**config.mk**
```make
export PLATFORM = sky130hd
export DESIGN_NAME = ram16k_arb2
export DESIGN_NICKNAME = d
export VERILOG_FILES = /design/src/rtl/ram16k_arb2.sv
export SDC_FILE = /design/constraint.sdc
export NUM_CORES = 1
export LEC_CHECK = 0
export BUFFER_PORTS_ARGS = -buffer_cell sky130_fd_sc_hd__buf_4
export CAP_MARGIN = 40
export CORE_ASPECT_RATIO = 1.1
export CORE_MARGIN = 2
export CORE_UTILIZATION = 50
export DETAILED_ROUTE_END_ITERATION = 10
export PLACE_DENSITY_LB_ADDON = 0.15
export SLEW_MARGIN = 25
export SYNTH_ARGS = -nofsm -noshare
export SYNTH_HDL_FRONTEND = slang
export SYNTH_SLANG_ARGS = --single-unit
```
**constraint.sdc**
```tcl
create_clock -name clk -period 3.5 [get_ports clk]
set_clock_uncertainty 0.05 [all_clocks]
set_input_delay 0.35 -clock clk [delete_from_list [all_inputs] [get_ports clk]]
set_output_delay 0.35 -clock clk [all_outputs]
set_load 0.02 [all_outputs]
```
**src/rtl/ram16k_arb2.sv**
```systemverilog
// Round-robin arbiter/sequencer that shares one synchronous-read RAM16K port
// between two clients and returns read data with a one-cycle valid pulse.
module ram16k_arb2 #(
    parameter int RD_LAT = 1
) (
    input  logic        clk,
    input  logic        rst_n,
    input  logic        req0,
    input  logic        req1,
    input  logic        we0,
    input  logic        we1,
    input  logic [13:0] adr0,
    input  logic [13:0] adr1,
    input  logic [15:0] din0,
    input  logic [15:0] din1,
    output logic        gnt0,
    output logic        gnt1,
    output logic        rvalid0,
    output logic        rvalid1,
    output logic [15:0] rdata0,
    output logic [15:0] rdata1,
    output logic        busy,
    output logic        ram_e,
    output logic        ram_w,
    output logic        ram_r,
    output logic [13:0] ram_adr,
    output logic [15:0] ram_din,
    input  logic [15:0] ram_dout
);

    typedef enum logic [1:0] {IDLE, ISSUE, WAIT} state_t;

    state_t      state_reg, state_next;
    logic [1:0]  cnt_reg;
    logic        last_reg;   // last-served client; also the client owning the access in flight
    logic        we_reg;
    logic        pick;
    logic        accept;
    logic        capture;
    logic        we_sel;
    logic [13:0] adr_sel;
    logic [15:0] din_sel;
    logic        rvalid_reg [2];
    logic [15:0] rdata_reg  [2];

    always_comb begin
        state_next = state_reg;
        accept     = 1'b0;
        capture    = 1'b0;
        gnt0       = 1'b0;
        gnt1       = 1'b0;
        busy       = (state_reg != IDLE);
        pick       = (req0 && req1) ? ~last_reg : req1;
        we_sel     = pick ? we1  : we0;
        adr_sel    = pick ? adr1 : adr0;
        din_sel    = pick ? din1 : din0;
        case (state_reg)
            IDLE: begin
                if (req0 || req1) begin
                    accept     = 1'b1;
                    state_next = ISSUE;
                end
            end
            ISSUE: begin
                gnt0       = ~last_reg;
                gnt1       = last_reg;
                state_next = we_reg ? IDLE : WAIT;
            end
            WAIT: begin
                if (cnt_reg == 2'd0) begin
                    capture    = 1'b1;
                    state_next = IDLE;
                end
            end
            default: state_next = IDLE;
        endcase
    end

    always_ff @(posedge clk) begin
        if (!rst_n) begin
            state_reg <= IDLE;
            cnt_reg   <= 2'd0;
            last_reg  <= 1'b1;
            we_reg    <= 1'b0;
            ram_e     <= 1'b0;
            ram_w     <= 1'b1;
            ram_r     <= 1'b0;
            ram_adr   <= 14'd0;
            ram_din   <= 16'd0;
        end else begin
            state_reg <= state_next;
            // Strobes fall back to the idle encoding unless an access is launched.
            ram_e     <= 1'b0;
            ram_w     <= 1'b1;
            ram_r     <= 1'b0;
            if (accept) begin
                last_reg <= pick;
                we_reg   <= we_sel;
                ram_e    <= 1'b1;
                ram_w    <= ~we_sel;
                ram_r    <= 1'b1;
                ram_adr  <= adr_sel;
                ram_din  <= din_sel;
            end
            if (state_reg == ISSUE) begin
                cnt_reg <= 2'(RD_LAT - 1);
            end else if (state_reg == WAIT && cnt_reg != 2'd0) begin
                cnt_reg <= cnt_reg - 2'd1;
            end
        end
    end

    for (genvar gi = 0; gi < 2; gi++) begin : g_client
        always_ff @(posedge clk) begin
            if (!rst_n) begin
                rvalid_reg[gi] <= 1'b0;
                rdata_reg[gi]  <= 16'd0;
            end else begin
                rvalid_reg[gi] <= capture && (last_reg == 1'(gi));
                if (capture && (last_reg == 1'(gi))) begin
                    rdata_reg[gi] <= ram_dout;
                end
            end
        end
    end

    assign rvalid0 = rvalid_reg[0];
    assign rvalid1 = rvalid_reg[1];
    assign rdata0  = rdata_reg[0];
    assign rdata1  = rdata_reg[1];

endmodule
```
==> metrics.txt, run 1 <==
outcome=complete, no violations; final hold vios=0; Worst Tran Pin Value=0.747 ns; RD Place Congestion=0.758; number of synthesized flops with an enable pin=32; combinational fraction of design power=23.9%; Clk pwr share=27.7%; fin crit period=1.89 ns; most frequent cell after synthesis=nand2_1; Core ar.=6190 sq um; Max Clk Rate=529 MHz; Avg WL per Cell=15.1 um; Mapped Area=3200 sq um; share of cells above drive strength 1=47.8%; fillers=482; async set-reset flop share out of synthesis=0%; Clock Path Buffers=2; Final setup viols=0; Net Sw Frac=29.0%; H-tree Lvls=3; area leader, netlist=edfxtp_1; total area of sequential cells=1760 sq um; 1st-iter DRT viols=130; WP data required=3.62 ns; worst setup path class=register to register; synth-to-layout area growth=41.0%; syn_area_per_cell=11.0 sq um; Post-Synthesis Cells=290; Sw Pwr=0.000590 W; global-route wire length before repair=12300 um; TritonCTS Buffers=9; Clock Sinks=72; flop and latch count out of synthesis=72; Max IR drop VDD=0.221 mV; pwr dens=450 nW/um^2; leakage power=1.97 nW; Sequential Power Share=48.4%; Hold WC Path Type=input port to register; Yosys warning total=0; Post-CTS Setup Bufs=0; max-cap viol count=0; Critical Path Start Type=register; Unique masters post-synth=33; GR Overflow Total=0; CTS root buf=clkbuf_8; worst reg2reg setup slack=1.61 ns; Critical Path Fanout Max=37; nets=517; Die Y=87.9 um; reg-to-reg critical path endpoint=ram_din[7]; GRT Total Usage=22.7%; top cells by area, synth=edfxtp_1 30%, dfxtp_1 25%, a311oi_2 14%; Die Span X=80.3 um; max reg flops=32; row count=30; PostCTS Resize Cnt=0; CP endpoint kind=register; hold slack=0.224 ns; Relative slew margins=49.9%; syn_nets=373; Critical Path Source=state_reg[0]; Top Ports=152; area fraction of the dominant cell type after synthesis=30.0%; Main synth FF type=dfxtp_1; IO Port Bufs=151; Worst-Skew Late Latency=0.33 ns; worst setup path end=ram_din[7]; Vias=2712; drt drc=0; Slew Limit Fails=0; Post-DP HPWL=5550 um; number of global-route vias before repair=2574; CTS tree=done; drt total wl=7860 um; sum of negative setup slack=0 ns; CP arrival=2.02 ns; sequential area share after synthesis=55.0%; top post-synthesis cells by count=61 x nand2_1, 40 x dfxtp_1, 34 x a21oi_1, 32 x and2_1, 32 x edfxtp_1; hold_buf cts=0; RSZ-0062 raised after global routing=false; Die ar.=7060 sq um; Starting Density=51.7%; DR pass1 iterations=4; antenna viol nets, final=0; initial antenna violation count=0; R2R Path Start=state_reg[0]; Reg2Reg Depth=4; Internal=0.00144 W; antenna diode count=0; final period utilization=54.0%; Via density=5.23; largest net degree at the start of global routing=38; area occupied by multi-input gates=1270 sq um; Clock transition at path regs=0.07 ns
## worst min path at each step
stage / start / endpoint / slack, ns / cells after the start
global placement: cnt_reg[1] / cnt_reg[1] / 0.44 / 2
finish: rst_n / last_reg / 0.22 / 2
floorplan: cnt_reg[1] / cnt_reg[1] / 0.42 / 2
global route: rst_n / last_reg / 0.24 / 2
detailed placement: cnt_reg[1] / cnt_reg[1] / 0.45 / 2
CTS: rst_n / last_reg / 0.21 / 2
## power groups by stage
stage	logic [W]	clock network [W]	registers, W
floorplan	0.000216	0	0.00107
global placement	0.000481	0	0.00100
detailed placement	0.000490	0	0.00100
CTS	0.000490	0.000574	0.000984
global route	0.000523	0.000609	0.000990
finish	0.000487	0.000563	0.000985
## cells by family after synthesis
| kind of cell | Yosys count | synth area share (%) |
|---|---|---|
| muxes | 1 | 0.313 |
| and+or+nand+nor | 112 | 17.8 |
| DFF | 72 | 55.0 |
| buffers and inverters | 31 | 5.31 |
| adders and majority gates | 1 | 0.391 |
| AOI/OAI and AO/OA | 73 | 21.2 |
## cell type report
class,instances,area share [%]
repair buffers,159,26.4
inverters,5,0.416
clock inverters,3,0.416
multi-input cells,187,28.2
flip-flops and latches,72,39.0
well taps,80,2.22
clock buffers,13,3.30
## through the flow
stage / setup slack, ns / area (sq um) / std cells / total power, W / util, %
6_report: 1.61 / 4520 / 519 / 0.00203 / 72.9
5_1_grt: 1.45 / 4520 / 519 / 0.00212 / 72.9
4_1_cts: 1.58 / 4510 / 518 / 0.00205 / 72.8
3_5_place_dp: 1.60 / 4340 / 502 / 0.00149 / 70.1
3_3_place_gp: 1.68 / 4340 / 502 / 0.00148 / 70.1
2_1_floorplan: 1.56 / 3200 / 290 / 0.00129 / -
## cells in the final DEF, fill, tap and decap left out, types with 2 or more instances in the layout
| cell | netlist | layout |
|---|---|---|
| nor3b_1 | 3 | 3 |
| nand3b_1 | 2 | 2 |
| dfxtp_1 | 40 | 40 |
| nor3_2 | 2 | 2 |
| clkbuf_1 | 12 | 3 |
| clkbuf_8 | 0 | 10 |
| clkinv_2 | 0 | 2 |
| a21oi_1 | 34 | 34 |
| o21ai_1 | 4 | 4 |
| inv_1 | 2 | 2 |
| a311oi_2 | 29 | 29 |
| nand2b_1 | 2 | 2 |
| nand2_1 | 61 | 61 |
| edfxtp_1 | 32 | 32 |
| buf_4 | 2 | 159 |
| inv_2 | 3 | 3 |
| and3_1 | 3 | 3 |
| and2_1 | 32 | 32 |
## critical path, cell delays in order, from the launching register on
cell and delay [ns]:
dfxtp_1 0.42, nor2_4 0.14, buf_4 0.37, and2_4 0.56, a311oi_2 0.17
## routing by layer
| metal | track usage, % | wire (um) | up-vias |
|---|---|---|---|
| met4 | 10.9 | 175 | 0 |
| met1 | 28.7 | 3210 | 1248 |
| met2 | 36.5 | 3810 | 128 |
| met5 | 0 | 0 | - |
| li1 | - | - | 1324 |
| met3 | 5.67 | 670 | 12 |
(Power assumes the default switching activity.)
==> run 2: changes to the inputs <==
--- a/config.mk
+++ b/config.mk
@@ -9,7 +9,7 @@
 export CAP_MARGIN = 40
 export CORE_ASPECT_RATIO = 1.1
 export CORE_MARGIN = 2
-export CORE_UTILIZATION = 50
+export CORE_UTILIZATION = 46
 export DETAILED_ROUTE_END_ITERATION = 10
 export PLACE_DENSITY_LB_ADDON = 0.15
 export SLEW_MARGIN = 25
==> constraint.sdc (replaced) <==
create_clock -name clk -period 2 [get_ports clk]
set_clock_uncertainty 0.05 [all_clocks]
set_input_delay 0.2 -clock clk [delete_from_list [all_inputs] [get_ports clk]]
set_output_delay 0.2 -clock clk [all_outputs]
set_load 0.02 [all_outputs]
==> metrics.txt, run 2 (synthesized netlist as in run 1, its figures left out) <==
final period utilization=83.8%; drt total wl=8120 um (was 7860 um); antenna viol nets, final=0 (unchanged); pwr dens=834 nW/um^2 (was 450 nW/um^2); combinational fraction of design power=22.6% (was 23.9%); Worst Tran Pin Value=0.529 ns (was 0.747 ns); GRT Total Usage=21.3% (was 22.7%); worst setup path class=register to output port (was register to register); H-tree Lvls=3 (unchanged); DR pass1 iterations=4 (unchanged); Core ar.=6670 sq um (was 6190 sq um); Sw Pwr=0.00109 W (was 0.000590 W); most frequent cells in the layout=164 x buf_4, 61 x nand2_1, 40 x dfxtp_1, 34 x a21oi_1 (was 159 x buf_4, 61 x nand2_1, 40 x dfxtp_1, 34 x a21oi_1); initial antenna violation count=0 (unchanged); Final setup viols=0 (unchanged); hold depth=2 (unchanged); number of global-route vias before repair=2685 (was 2574); Clock Path Buffers=2 (unchanged); IO Port Bufs=151 (unchanged); Starting Density=48.0% (was 51.7%); hold_buf cts=0 (unchanged); Top Ports=152 (unchanged); Critical Path Start Type=register (unchanged); PostCTS Resize Cnt=0 (unchanged); max-cap viol count=0 (unchanged); nets=522 (was 517); share of cells above drive strength 1=49.1% (was 47.8%); largest net degree at the start of global routing=34 (was 38); commonest non-fill, non-tap cell in the layout=buf_4 (unchanged); WP data required=1.75 ns (was 3.62 ns); Clk pwr share=32.7% (was 27.7%); outcome=complete, no violations (unchanged); leakage power=2.02 nW (was 1.97 nW); GR Overflow Total=0 (unchanged); Worst-Skew Late Latency=0.33 ns (about the same); drt drc=0 (unchanged); total power=0.00384 W (was 0.00203 W); Sequential Power Share=44.8% (was 48.4%); max reg flops=32 (unchanged); Post-CTS Setup Bufs=0 (unchanged); CTS root buf=clkbuf_8 (unchanged); CTS tree=done (unchanged); Max Clk Rate=597 MHz; Clock Sinks=72 (unchanged); Relative slew margins=64.7% (was 49.9%); Hold WC Path Type=input port to register (unchanged); RD Place Congestion=0.806 (was 0.758); Die Y=91.5 um (was 87.9 um); Post-DP HPWL=5690 um (was 5550 um); antenna diode count=0 (unchanged); Avg WL per Cell=15.4 um (was 15.1 um); Net Sw Frac=28.3% (was 29.0%); Slew Limit Fails=0 (unchanged); Vias=2715 (was 2712); Critical Path Fanout Max=12 (was 37); synth-to-layout area growth=43.9% (was 41.0%); Reg2Reg Depth=5 (was 4); sum of negative setup slack=0 ns (unchanged); CP arrival=1.43 ns (was 2.02 ns); 1st-iter DRT viols=99 (was 130); Clock transition at path regs=0.08 ns (was 0.07 ns); CP endpoint kind=output port (was register); Die Span X=83.6 um (was 80.3 um); row count=31 (was 30); fin crit period=1.68 ns; RSZ-0062 raised after global routing=false (unchanged); Die ar.=7650 sq um (was 7060 sq um); TritonCTS Buffers=9 (unchanged); final hold vios=0 (unchanged); Via density=5.16 (was 5.23); global-route wire length before repair=13100 um (was 12300 um); Max IR drop VDD=0.613 mV (was 0.221 mV); Internal=0.00275 W (was 0.00144 W)
-- run 2: cell count changes in the layout (fill, tap and decap cells not counted) --
| cell | change |
|---|---|
| buf_4 | +5 |
| clkbuf_1 | -3 |
| bufinv_16 | +2 |
| clkbuf_8 | -1 |
| clkinvlp_4 | +1 |
| inv_6 | +1 |
-- run 2: metrics by stage --
stage	setup WS [ns]	utilization, %	hold WS [ns]	instance area (sq um)	instances
3_3_place_gp	0.492	65.8	0.405	4390	510
6_report	0.324	69.1	0.0698	4610	526
4_1_cts	0.329	69.1	0.0560	4610	526
3_5_place_dp	0.415	65.8	0.414	4390	510
2_1_floorplan	0.0565	-	0.303	3200	290
5_1_grt	0.268	69.1	0.0690	4610	526
-- run 2: layout make-up --
class | count | area (sq um)
clock buffer | 9 | 124
timing repair buffer | 164 | 1230
fill | 542 | 2060
multi-input combinational | 187 | 1270
tap | 82 | 103
inverter | 5 | 18.8
sequential | 72 | 1760
clock inverter | 7 | 95.1
-- run 2: critical path, stage by stage, from the launching register on --
cell	delay, ns
dfxtp_1	0.57
nor3b_1	0.32
buf_4	0.20
-- run 2: power groups by stage --
stage          Sequential [W]  Clock, W  Combinational, W
3_3_place_gp          0.00175         0          0.000860
5_1_grt               0.00174   0.00134          0.000929
3_5_place_dp          0.00175         0          0.000872
4_1_cts               0.00172   0.00129          0.000874
2_1_floorplan         0.00188         0          0.000377
6_report              0.00172   0.00126          0.000867
-- run 2: path summary, 6_finish.rpt --
| check | start | to | slack (ns) |
|---|---|---|---|
| worst max-delay path | state_reg[0] | gnt1 | 0.32 |
| worst min-delay path | rst_n | last_reg | 0.07 |
| worst max register to register | cnt_reg[0] | rdata_reg[1][1] | 0.41 |
| worst min register to register | cnt_reg[1] | cnt_reg[1] | 0.45 |
-- run 2: metal layers --
layer  vias up  global-route usage (%)  wire (um)
met3        16                    5.91        647
met5         -                       0          0
met4         0                    9.01        194
met2       123                    34.5       3830
met1      1245                    26.8       3450
li1       1331                       -          -
